`src/rtl/uart_pkg.sv`:
```
// uart_pkg: state encoding, parity modes and parity helper shared by the UART blocks
package uart_pkg;
  localparam logic [2:0] ST_IDLE   = 3'd0;
  localparam logic [2:0] ST_START  = 3'd1;
  localparam logic [2:0] ST_DATA   = 3'd2;
  localparam logic [2:0] ST_PARITY = 3'd3;
  localparam logic [2:0] ST_STOP   = 3'd4;
  localparam logic [2:0] ST_BREAK  = 3'd5;
  localparam logic [1:0] UART_PAR_NONE = 2'b00;
  localparam logic [1:0] UART_PAR_ODD  = 2'b01;
  localparam logic [1:0] UART_PAR_EVEN = 2'b10;
  localparam logic [1:0] UART_PAR_MARK = 2'b11;
  typedef enum logic [2:0] {
    S_IDLE   = ST_IDLE,
    S_START  = ST_START,
    S_DATA   = ST_DATA,
    S_PARITY = ST_PARITY,
    S_STOP   = ST_STOP,
    S_BREAK  = ST_BREAK
  } uart_state_e;
  // x is the XOR reduction of the data word
  function automatic logic uart_parity(input logic [1:0] mode, input logic x);
    return mode == UART_PAR_MARK ? 1'b1 : mode == UART_PAR_ODD ? ~x : x;
  endfunction
endpackage

```
`src/rtl/uart_tx_cfg_if.sv`:
```
// uart_tx_cfg_if: word handshake between a host source (master) and the transmitter (slave)
//   data  : word to send, LSB first
//   valid : data valid
//   ready : transmitter holding register empty
interface uart_tx_cfg_if #(parameter int p_data_bits = 8) ();
  logic [p_data_bits-1:0] data;
  logic                   valid;
  logic                   ready;
  modport master (output data, valid, input ready);
  modport slave  (input data, valid, output ready);
endinterface

```
`src/rtl/uart_baud_tick.sv`:
```
// uart_baud_tick: bit-period timer, one-cycle tick every divisor clocks while enabled
//   clk_i, rst_i : clock, synchronous active-high reset
//   en_i         : count enable; counter held at 0 while low
//   divisor_i    : clocks per bit, 0 and 1 behave as 2
//   tick_o       : high on the last clock of each bit period
module uart_baud_tick #(parameter int p_div_width = 16) (
  input  logic                   clk_i,
  input  logic                   rst_i,
  input  logic                   en_i,
  input  logic [p_div_width-1:0] divisor_i,
  output logic                   tick_o
);
  logic [p_div_width-1:0] r_cnt;
  logic [p_div_width-1:0] w_div;
  always_comb begin
    w_div  = divisor_i < p_div_width'(2) ? p_div_width'(2) : divisor_i;
    tick_o = en_i && r_cnt == w_div - p_div_width'(1);
  end
  always_ff @(posedge clk_i) begin
    if (rst_i || !en_i || tick_o) r_cnt <= '0;
    else r_cnt <= r_cnt + p_div_width'(1);
  end
endmodule

```
`src/rtl/uart_tx_cfg.sv`:
```
// uart_tx_cfg: runtime-configurable UART transmitter with one-word holding register and break
//   clk_i, rst_i   : clock, synchronous active-high reset
//   tx_if          : data/valid/ready word handshake (slave side)
//   divisor_i      : clocks per bit; parity_mode_i: none/odd/even/mark; stop_sel_i: 1 or 2 stops
//   break_i        : hold the line low while high
//   tx_o           : registered serial line; busy_o: FSM not idle; frame_done_o: end of last stop bit
module uart_tx_cfg import uart_pkg::*; #(
  parameter int p_data_bits = 8,
  parameter int p_div_width = 16
) (
  input  logic                   clk_i,
  input  logic                   rst_i,
  uart_tx_cfg_if.slave           tx_if,
  input  logic [p_div_width-1:0] divisor_i,
  input  logic [1:0]             parity_mode_i,
  input  logic                   stop_sel_i,
  input  logic                   break_i,
  output logic                   tx_o,
  output logic                   busy_o,
  output logic                   frame_done_o
);
  uart_state_e            r_state;
  logic [p_data_bits-1:0] r_hold, r_shift;
  logic                   r_full, r_par, r_two, r_brk, r_tx;
  logic [1:0]             r_pmode;
  logic [p_div_width-1:0] r_div;
  logic [3:0]             r_bits;
  logic                   w_tick, w_en, w_end, w_load, w_brk;
  uart_baud_tick #(.p_div_width(p_div_width)) u_tick (
    .clk_i    (clk_i),
    .rst_i    (rst_i),
    .en_i     (w_en),
    .divisor_i(r_div),
    .tick_o   (w_tick)
  );
  // w_end: last clock of the final stop bit; frame boundaries decide break/next word/idle
  always_comb begin
    w_en         = r_state != S_IDLE && r_state != S_BREAK;
    w_end        = r_state == S_STOP && w_tick && r_bits == {3'b000, r_two};
    w_brk        = break_i && (r_state == S_IDLE || w_end);
    w_load       = !break_i && r_full && (r_state == S_IDLE || w_end);
    frame_done_o = w_end && !r_brk;
    tx_o         = r_tx;
    busy_o       = r_state != S_IDLE;
    tx_if.ready  = !r_full;
  end
  always_ff @(posedge clk_i) begin
    if (rst_i) begin
      r_state <= S_IDLE;
      r_tx    <= 1'b1;
      r_full  <= 1'b0;
      r_hold  <= '0;
      r_shift <= '0;
      r_par   <= 1'b0;
      r_two   <= 1'b0;
      r_brk   <= 1'b0;
      r_pmode <= UART_PAR_NONE;
      r_div   <= '0;
      r_bits  <= '0;
    end else begin
      if (tx_if.valid && !r_full) begin
        r_hold <= tx_if.data;
        r_full <= 1'b1;
      end
      if (w_load) begin
        r_state <= S_START;
        r_tx    <= 1'b0;
        r_full  <= 1'b0;
        r_shift <= r_hold;
        r_par   <= uart_parity(parity_mode_i, ^r_hold);
        r_pmode <= parity_mode_i;
        r_two   <= stop_sel_i;
        r_div   <= divisor_i;
        r_brk   <= 1'b0;
        r_bits  <= '0;
      end else if (w_brk) begin
        r_state <= S_BREAK;
        r_tx    <= 1'b0;
        r_div   <= divisor_i;
      end else begin
        case (r_state)
          S_START: if (w_tick) begin
            r_state <= S_DATA;
            r_tx    <= r_shift[0];
            r_shift <= r_shift >> 1;
            r_bits  <= '0;
          end
          S_DATA: if (w_tick) begin
            if (r_bits == 4'(p_data_bits - 1)) begin
              r_state <= r_pmode == UART_PAR_NONE ? S_STOP : S_PARITY;
              r_tx    <= r_pmode == UART_PAR_NONE ? 1'b1 : r_par;
              r_bits  <= '0;
            end else begin
              r_tx    <= r_shift[0];
              r_shift <= r_shift >> 1;
              r_bits  <= r_bits + 4'd1;
            end
          end
          S_PARITY: if (w_tick) begin
            r_state <= S_STOP;
            r_tx    <= 1'b1;
          end
          S_STOP: if (w_tick) begin
            if (w_end) begin
              r_state <= S_IDLE;
              r_tx    <= 1'b1;
            end else r_bits <= r_bits + 4'd1;
          end
          // the mark after a break is always two periods and never reports frame_done
          S_BREAK: if (!break_i) begin
            r_state <= S_STOP;
            r_tx    <= 1'b1;
            r_bits  <= '0;
            r_two   <= 1'b1;
            r_brk   <= 1'b1;
          end
          default: r_tx <= 1'b1;
        endcase
      end
    end
  end
endmodule

```
`src/flat_wrapper.sv`:
```
// flat-port wrapper written by rule: the top's interface ports become plain ports
module uart_tx_cfg_flat import uart_pkg::*;
#(
  parameter int p_data_bits = 8,
  parameter int p_div_width = 16
)
  (clk_i, rst_i, divisor_i, parity_mode_i, stop_sel_i, break_i, tx_o, busy_o, frame_done_o, tx_if_data, tx_if_valid, tx_if_ready);
  uart_tx_cfg_if #(.p_data_bits(p_data_bits)) tx_if_i ();
  input  logic clk_i;
  input  logic rst_i;
  input  logic [p_div_width-1:0] divisor_i;
  input  logic [1:0] parity_mode_i;
  input  logic stop_sel_i;
  input  logic break_i;
  output logic tx_o;
  output logic busy_o;
  output logic frame_done_o;
  input wire logic [$bits(tx_if_i.data)-1:0] tx_if_data;
  input wire logic [$bits(tx_if_i.valid)-1:0] tx_if_valid;
  output wire logic [$bits(tx_if_i.ready)-1:0] tx_if_ready;
  assign tx_if_i.data = tx_if_data;
  assign tx_if_i.valid = tx_if_valid;
  assign tx_if_ready = tx_if_i.ready;
  uart_tx_cfg #(.p_data_bits(p_data_bits), .p_div_width(p_div_width)) u_core (.clk_i(clk_i), .rst_i(rst_i), .tx_if(tx_if_i), .divisor_i(divisor_i), .parity_mode_i(parity_mode_i), .stop_sel_i(stop_sel_i), .break_i(break_i), .tx_o(tx_o), .busy_o(busy_o), .frame_done_o(frame_done_o));
endmodule
```
`config.mk`:
```
export PLATFORM = sky130hd
export DESIGN_NAME = uart_tx_cfg_flat
export DESIGN_NICKNAME = d
export VERILOG_FILES = /design/src/rtl/uart_pkg.sv /design/src/rtl/uart_tx_cfg_if.sv /design/src/rtl/uart_baud_tick.sv /design/src/rtl/uart_tx_cfg.sv /design/src/flat_wrapper.sv
export SDC_FILE = /design/constraint.sdc
export NUM_CORES = 1
export LEC_CHECK = 0
export CORE_AREA = 8 8 93 95
export CTS_CLUSTER_DIAMETER = 50
export DETAILED_ROUTE_END_ITERATION = 16
export DIE_AREA = 0 0 101 103
export PLACE_DENSITY = 0.74
export SLEW_MARGIN = 30
export SYNTH_ARGS = -nofsm -noshare
export SYNTH_HDL_FRONTEND = slang
export SYNTH_SLANG_ARGS = --single-unit
```
`constraint.sdc`:
```
create_clock -name clk_i -period 3.95 [get_ports clk_i]
set_input_delay 0.5925 -clock clk_i [delete_from_list [all_inputs] [get_ports clk_i]]
set_output_delay 0.5925 -clock clk_i [all_outputs]
set_load 0.02 [all_outputs]
```
==> out/metrics.cfg <==
[pwr]
leakage_uw = 0.00174
p_per_area_nw_per_um2 = 407
ir_drop_v = 0.000234

[synth]
synth.most_common_cell = nor2_1
yosysSeqAreaShare = 0.346
synth_top_area_cell = dfxtp_1
netlist_instances = 417
synth_edf_count = 0
synth_nets = 451
syn_area_sq_um = 3590
async_flop_share = 0
yosys_warnings = 0
yosys.area.top_type_share = 0.346
synth_top_flop_cell = dfxtp_1
yosys-top-cells-count = nor2_1, dfxtp_1, mux2i_1
ys_top_cells_by_area = dfxtp_1, mux2i_1, nor2_1, xor2_1, xnor2_1
ys_seq_elements = 62
synth_cell_types = 66
syn_area_per_cell_sq_um = 8.61

[cts]
cts-hold-fix-buffers = 0
clock_latency_ns = 0.34
htreeDepth = 3
cts_root_buffer = clkbuf_8
clock_sinks = 62
cts_tree = yes
clk_pin_slew_ns = 0.07
clk_path_buf_depth = 2
cts_buffers = 9

[floorplanning]
core_sq_um = 7140
ios = 35
die_area_sq_um = 10400
die_height_um = 103
initial_utilization = 0.503
num_rows = 31
fp.dieW_um = 101

[final_layout]
finish.net_count = 514
insertedDiodeCount = 0
final_cell_area_sq_um = 4610
syn_to_final_growth_pct = 28.5
final_util = 0.646
fin_cells = 584
drive_gt1_frac = 0.179

[setup_path]
rr_worst_depth = 16
worstReg2RegEnd = u_core.r_div[2]
crit_path_end_kind = register
r2r_start = u_core.r_div[7]
r2r_setup_slack_ns = -0.24
crit_slowest_cell = a2111o_2
slowest_delay_ns = 0.48
crit_fanout = 5
start_kind = register
crit_chain = nor4_4 > nand4_1 > o21ai_2 > ha_4 > nor4b_4 > nand4_1 > xnor2_1 > or4_1 > a211o_1 > buf_4 > buf_4 > a2111o_2 > a21oi_4 > buf_12 > mux2i_1 > nor2_1
critical_path_class = reg -> reg
required_ns = 4.17
crit_arrival_ns = 4.41

[placed_design]
hpwlAfterDp_um = 6600
pre_cts_ws_ns = -0.650
dp_cells = 564
place_congestion = 0.890
portBuffers = 34
dpl_cell_area_sq_um = 4290

[worst_hold_path]
min_from = u_core.r_shift[1]
worstHoldPathCells = 1
whs_endpoint = u_core.r_shift[1]
min_path_type = reg -> reg

[sta]
max_freq_ghz = 0.239
fin_setup_tns_ns = -5.58
drv_slew = 0
fin_crit_ns = 4.19
finClkSkew_ns = 0.00556
worstMarginPinSlew_ns = 0.961
hold_violations = 0
fin_crit_sh = 1.06
fin_ws_ns = -0.238
rsz0062_at_grt = true
slew_headroom = 0.354
setup_viol = 37

[detailed_routing]
ant_nets = 0
drt-initial-drc-count = 145
first_pass_iters = 4
vias_per_cell = 5.63
wirelength_um = 9150
wl_per_cell_um = 15.7
route.vias.total = 3289
drc_errors = 0

[global_route]
antenna_found_initial = 0
grt_pass1_wl_um = 15300
grt_max_degree = 28
grt_pass1_vias = 3331
grt_overflow = 0
grt.total_usage = 0.184

[run_status]
failed_checks = negative setup slack
outcome = finished, violations left

[flow_run]
cap_violations = 0

## cell families after synthesis
kind of cell               after synthesis  synth area share
and+or+nand+nor                        181             0.267
muxes                                   34            0.0948
adders and majority gates                3            0.0105
xor gates and xnor gates                37            0.0903
DFF                                     62             0.346
AOI/OAI and AO/OA                       71             0.152
buffers and inverters                   29            0.0397
## where the power goes
| part | internal, uW | switching (uW) | leakage [uW] |
|---|---|---|---|
| registers | 660 | 29.9 | 0.000505 |
| clock network | 323 | 239 | 0.000106 |
| logic | 316 | 310 | 0.00113 |
## per-stage QoR
stage / hold slack, ns / total power, uW
CTS: 0.466 / 1870
global route: 0.479 / 1980
detailed placement: 0.446 / 1290
floorplan: 0.432 / 1090
global placement: 0.445 / 1270
finish: 0.466 / 1880
## placed cells by master, fill, tap and decap left out, types with 6 or more instances in the layout
cell type,netlist,routed
nand2_1,19,19
xnor2_1,18,18
inv_1,6,6
o2bb2ai_1,7,7
clkdlybuf4s50_1,0,33
nor2_1,69,69
nor2b_1,9,9
mux2i_1,34,34
o21ai_0,12,11
or2_2,7,6
a21oi_1,13,11
clkbuf_8,0,11
dfxtp_1,62,61
nand3_1,17,17
xor2_1,19,19
nand3b_1,9,9
buf_4,0,37
## critical path, delay by kind of cell, from the launching register on
kind            cells  cell delay [ns]
compound gates      4             1.28
xor+xnor            1             0.15
fa+ha+maj           1             0.18
buf+inv             3             0.44
flops               1             0.34
mux                 1             0.24
simple gates        6             1.45
## worst max-delay path by stage
stage / from / endpoint / slack [ns]
after floorplan: u_core.r_div[3] / frame_done_o / -0.12
after global placement: u_core.r_div[5] / frame_done_o / -0.55
after detailed placement: u_core.r_div[5] / frame_done_o / -0.65
after CTS: u_core.r_div[7] / frame_done_o / -0.27
after global routing: u_core.r_div[7] / u_core.r_div[2] / -0.45
final: u_core.r_div[7] / u_core.r_div[2] / -0.24
## sequential cells by signal, indices dropped and copies added (netlist names)
name / count
u_core.u_tick.r_cnt: 16
u_core.r_two: 1
u_core.r_hold: 8
u_core.r_par: 1
u_core.r_div: 16
u_core.r_state: 3
u_core.r_full: 1
u_core.r_pmode: 2
u_core.r_bits: 4
u_core.r_brk: 1
u_core.r_shift: 8
u_core.tx_o: 1
## area by class of cell
type	count	area, sq um
clock inverters	4	45.0
multi-input cells	326	2310
repair buffers	75	718
inverters	6	22.5
flip-flops and latches	62	1240
fillers	623	2520
clock buffers	12	155
well taps	99	124
## repair_timing
item,4_1_cts,5_1_grt
endpoints found under the setup margin,37,39
hold endpoints to repair,0,0
cloned,1,1
pin swaps,12,7
gates resized for setup,10,7
buffers inserted,1,1
## routing by layer
metal	vias to the layer above	share of wire	global-route usage
li1	1614	-	-
met2	79	0.52	0.331
met1	1576	0.41	0.205
met5	-	0	0
met4	0	0.023	0.0733
met3	20	0.040	0.0419
Note: power is estimated with default switching activity, not from simulation.
